==> config.mk <==
export PLATFORM = sky130hd
export DESIGN_NAME = word_serializer
export DESIGN_NICKNAME = d
export VERILOG_FILES = /design/src/rtl/word_serializer.sv
export SDC_FILE = /design/constraint.sdc
export NUM_CORES = 1
export LEC_CHECK = 0
export CORE_UTILIZATION = 36
export DETAILED_ROUTE_END_ITERATION = 6
export PLACE_DENSITY_LB_ADDON = 0.15
export SLEW_MARGIN = 20
export SYNTH_ARGS = -nofsm -noshare
export SYNTH_HDL_FRONTEND = slang
export SYNTH_SLANG_ARGS = --single-unit
==> constraint.sdc <==
create_clock -name clk -period 3 [get_ports clk]
set_input_delay 0.6 -clock clk [delete_from_list [all_inputs] [get_ports clk]]
set_output_delay 0.6 -clock clk [all_outputs]
set_load 0.01 [all_outputs]
==> src/rtl/word_serializer.sv <==
// Parallel-to-serial word transmitter with frame-start marker and one-word holding buffer.
// Optional build macro SER_PARITY_EN appends an even-parity bit to every frame.
module word_serializer #(
  parameter int WIDTH     = 3,
  parameter bit MSB_FIRST = 1'b1
) (
  input  logic             clk,
  input  logic             rst,
  input  logic [WIDTH-1:0] load_data,
  input  logic             load_valid,
  output logic             load_ready,
  output logic             out,
  output logic             out_valid,
  output logic             frame_start,
  output logic             busy
);

`ifdef SER_PARITY_EN
  localparam int FRAME = WIDTH + 1;
`else
  localparam int FRAME = WIDTH;
`endif
  localparam int CNT_W = $clog2(FRAME);
  localparam logic [CNT_W-1:0] LAST = CNT_W'(FRAME - 1);

  typedef enum logic {IDLE, SHIFT} state_t;

  state_t           state, state_n;
  logic [WIDTH-1:0] shreg;
  logic [WIDTH-1:0] hold;
  logic             hold_full;
  logic [CNT_W-1:0] cnt;

  logic             accept;
  logic             last;
  logic             start_new;
  logic [WIDTH-1:0] new_word;

  logic             emit;
  logic [WIDTH-1:0] src_word;
  logic [CNT_W-1:0] src_idx;
  logic             out_n;
  logic             out_valid_n;
  logic             frame_start_n;

  // The shift register keeps the word unshifted; the counter selects the bit on air.
  function automatic logic bit_of(input logic [WIDTH-1:0] w, input logic [CNT_W-1:0] idx);
    logic [WIDTH-1:0] ord;
    logic [WIDTH-1:0] sh;
    if (MSB_FIRST) ord = {<<{w}};
    else           ord = w;
    sh = ord >> idx;
    return sh[0];
  endfunction

  assign load_ready = ~hold_full;
  assign busy       = (state == SHIFT) | hold_full;
  assign accept     = load_valid & ~hold_full;
  assign last       = (state == SHIFT) && (cnt == LAST);
  assign start_new  = ((state == IDLE) && accept) || (last && (hold_full || accept));
  assign new_word   = (last && hold_full) ? hold : load_data;

  always_ff @(posedge clk) begin
    if (rst) state <= IDLE;
    else     state <= state_n;
  end

  always_comb begin
    state_n = state;
    case (state)
      IDLE:  if (accept) state_n = SHIFT;
      SHIFT: if (last && !(hold_full || accept)) state_n = IDLE;
      default: state_n = IDLE;
    endcase
  end

  // Next registered output values: the first bit comes straight from the incoming word
  // so it appears the cycle after the accept.
  always_comb begin
    emit     = 1'b0;
    src_word = shreg;
    src_idx  = cnt + CNT_W'(1);
    if (start_new) begin
      emit     = 1'b1;
      src_word = new_word;
      src_idx  = '0;
    end else if ((state == SHIFT) && !last) begin
      emit = 1'b1;
    end
`ifdef SER_PARITY_EN
    if (src_idx == CNT_W'(WIDTH)) out_n = emit & (^src_word);
    else
`endif
    out_n = emit & bit_of(src_word, src_idx);
    out_valid_n   = emit;
    frame_start_n = start_new;
  end

  always_ff @(posedge clk) begin
    if (rst) begin
      shreg       <= '0;
      hold        <= '0;
      hold_full   <= 1'b0;
      cnt         <= '0;
      out         <= 1'b0;
      out_valid   <= 1'b0;
      frame_start <= 1'b0;
    end else begin
      out         <= out_n;
      out_valid   <= out_valid_n;
      frame_start <= frame_start_n;

      if (start_new) begin
        shreg <= new_word;
        cnt   <= '0;
      end else if ((state == SHIFT) && !last) begin
        cnt <= cnt + CNT_W'(1);
      end else begin
        cnt <= '0;
      end

      if ((state == SHIFT) && !last && accept) begin
        hold      <= load_data;
        hold_full <= 1'b1;
      end else if (last && hold_full) begin
        hold_full <= 1'b0;
      end
    end
  end

endmodule

==> impl_metrics.tcl, run 1 <==
set metrics [dict create \
    clkTransAtPathRegs_ns 0.08 \
    cellLeakagePower_nw 0.253 \
    drive_above_1_share 0.130 \
    drtIter0Drc 5 \
    cts_resized 0 \
    yosys_warnings 0 \
    htree_levels 1 \
    ir_drop_uv 267 \
    postCtsSetupBuffers 0 \
    grt_pass1_vias 367 \
    avgSynthCellArea_um2 9.59 \
    rsz0062_at_grt "false" \
    finalNetCount 77 \
    regToRegEndpoint "out" \
    synth_flop_cell "dfxtp_1" \
    critPathArrivalTime_ns 1.45 \
    yosysSeqAreaShare 0.485 \
    finalMaxSlewViolations 0 \
    netlist_area_um2 537 \
    final_util 0.503 \
    antenna_found_initial 0 \
    cts_buffer_depth 2 \
    routed_wl_um 980 \
    die_y_um 40.6 \
    dieWidth_um 40.6 \
    syn2layout_area_growth_pct 26.6 \
    critical_path.max_fanout 9 \
    start_util 0.398 \
    routed.top_layer "met4" \
    cts_hold_buf 0 \
    fin_cells 84 \
    period_needed_ns 2.05 \
    ctsRootBufferMaster "clkbuf_4" \
    hold_class "flop to flop" \
    slew_headroom 0.678 \
    core_um2 1350 \
    reg2reg_depth 5 \
    hold_depth 2 \
    timing.fmax_mhz 488 \
    ys_ff_latch 13 \
    r2r_start "cnt[0]" \
    grt_max_degree 14 \
    antenna_cells 0 \
    synth_cell_types 22 \
    dp_slack_ns 1.11 \
    fin_worst_skew_ns 0.00727 \
    synth_edf_count 0 \
    dieArea_um2 1650 \
    max_cap_violations 0 \
    rrSetupSlack_ns 1.51 \
    crit_chain "or2_2, clkdlybuf4s50_1" \
    hold_end "shreg[0]" \
    worstPathRequired_ns 2.40 \
    hold_viol_final 0 \
    dr_wl_met2_um 453 \
    first_pass_iters 4 \
    synth-async-reset-ratio 0 \
    path_class "flop to primary output" \
    syn_inst 56 \
    vias_per_cell 5.25 \
    cts_tree "built" \
    setup_tns_ns 0 \
    total_power_mw 0.363 \
    via_count 441 \
    setup_slack_ns 0.951 \
    grt_pass1_wl_um 1570 \
    placedCellCount 80 \
    critical-path-top-delay-family "buffers and inverters" \
    cp_slowest_stage_delay_ns 0.52 \
    cp_num_buf_inv 1 \
    overflow 0 \
    gp_congestion 0.772 \
    wl_met1_um 457 \
    routed-wl-met3_um 48 \
    timing.critical_path.slowest_stage_cell "clkdlybuf4s50_1" \
    port-buffer-count 10 \
    critPathCaptureType "primary output" \
    io_pins 11 \
    fin_crit_sh 0.683 \
    clock_latency_ns 0.28 \
    finalSetupViolCount 0 \
    core.rowCount 13 \
    cts.sinks 13 \
    powerDensity_nw_per_um2 534 \
    syn-num-nets 63 \
    grt_usage 0.155 \
    tightest_slew_ns 0.482 \
    start_kind "flop" \
    drc_errors 0 \
    outcome "completed" \
    min_from "shreg[0]" \
    drtAntennaViolNets 0 \
    cts_buffers 3 \
    avgRoutedWirePerCell_um 11.7 \
]
synth_stat cells, drive strengths merged, types with 2 or more instances:
| cell type | count | share of area |
|---|---|---|
| o21ai | 3 | 0.028 |
| nand2b | 2 | 0.037 |
| a21o | 2 | 0.028 |
| dfxtp | 13 | 0.48 |
| nand2 | 4 | 0.028 |
| o32ai | 3 | 0.049 |
| nor2 | 3 | 0.021 |
| nor3 | 2 | 0.019 |
| a211oi | 4 | 0.056 |
| inv | 5 | 0.035 |
| a21oi | 5 | 0.047 |
stage by stage:
| stage | hold slack [ns] | instance area, µm² |
|---|---|---|
| detailed placement | 0.452 | 652 |
| finish | 0.461 | 679 |
| CTS | 0.464 | 679 |
| global route | 0.487 | 679 |
| floorplan | 0.425 | 537 |
| global placement | 0.452 | 652 |
power breakdown:
group / switching, mW / internal (mW) / leakage [nW]
clock network: 0.0588 / 0.0495 / 0.0177
registers: 0.00821 / 0.185 / 0.107
logic: 0.0282 / 0.0335 / 0.129
total: 0.0953 / 0.268 / 0.253
layer usage:
| metal | global-route usage | vias up |
|---|---|---|
| met1 | 0.189 | 196 |
| met3 | 0.0815 | 4 |
| met2 | 0.222 | 10 |
| li1 | - | 231 |
| met5 | 0 | - |
| met4 | 0.0750 | 0 |
worst max-delay path by stage:
stage,startpoint,end,slack (ns),depth (start not counted)
after CTS,state,busy,0.95,2
after detailed placement,load_valid,out,1.11,4
after global placement,load_valid,out,1.14,4
final,state,busy,0.95,2
after floorplan,cnt[0],out,1.58,5
after global routing,state,busy,0.87,2
cell families after synthesis:
| family | after synthesis | synth area share |
|---|---|---|
| AOI/OAI and AO/OA | 19 | 0.249 |
| adders and majority gates | 1 | 0.0233 |
| buffers and inverters | 6 | 0.0420 |
| DFF | 13 | 0.485 |
| muxes | 1 | 0.0186 |
| and+or+nand+nor | 16 | 0.182 |
state kept, by name, indices dropped and copies added (netlist names):
name and count:
frame_start 1, cnt 2, out 1, state 1
hold_full 1, shreg 3, hold 3, out_valid 1
layout by cell type (no fill, tap or decap):
cell type / count
a2111oi_2: 1
a211oi_1: 4
a21boi_1: 1
a21o_1: 2
a21oi_1: 5
and2b_4: 1
and4bb_2: 1
clkbuf_4: 3
clkdlybuf4s50_1: 10
clkinv_2: 1
dfxtp_1: 13
ha_1: 1
inv_1: 5
mux2i_1: 1
nand2_1: 4
nand2b_1: 1
nand2b_4: 1
nand3_1: 1
nor2_1: 3
nor3_1: 2
o21ai_0: 3
o32ai_1: 3
or2_2: 1
or2b_1: 1
cell type report:
| cell class | instances | area (µm²) |
|---|---|---|
| Timing Repair Buffer | 10 | 100 |
| Inverter | 5 | 18.8 |
| Tap cell | 15 | 18.8 |
| Sequential cell | 13 | 260 |
| Multi-Input combinational cell | 37 | 254 |
| Clock buffer | 3 | 22.5 |
| Clock inverter | 1 | 5.00 |
| Fill cell | 140 | 671 |
worst reg2reg max path, delay by kind of cell (launching register included):
kind | cells | cell delay [ns]
AO/OA/AOI/OAI | 2 | 0.52
flip-flops | 1 | 0.37
adder cells (fa/ha/maj) | 1 | 0.33
multiplexers | 1 | 0.13
buffers and inverters | 1 | 0.06
Note: power is estimated with default switching activity, not from simulation.
==> run 2: changes to the inputs <==
clock period = 2.1 ns   (was 3 ns; I/O delays follow)
==> results of run 2 <==
The final DEF is identical to that of run 1. Status: completed.
Among the figures that moved: setup slack after placement 1.11 ns -> 0.394 ns; setup slack after layout 0.951 ns -> 0.231 ns; register-to-register setup slack 1.51 ns -> 0.61 ns; total power 0.363 mW -> 0.519 mW; worst IR drop on VDD 267 µV -> 382 µV
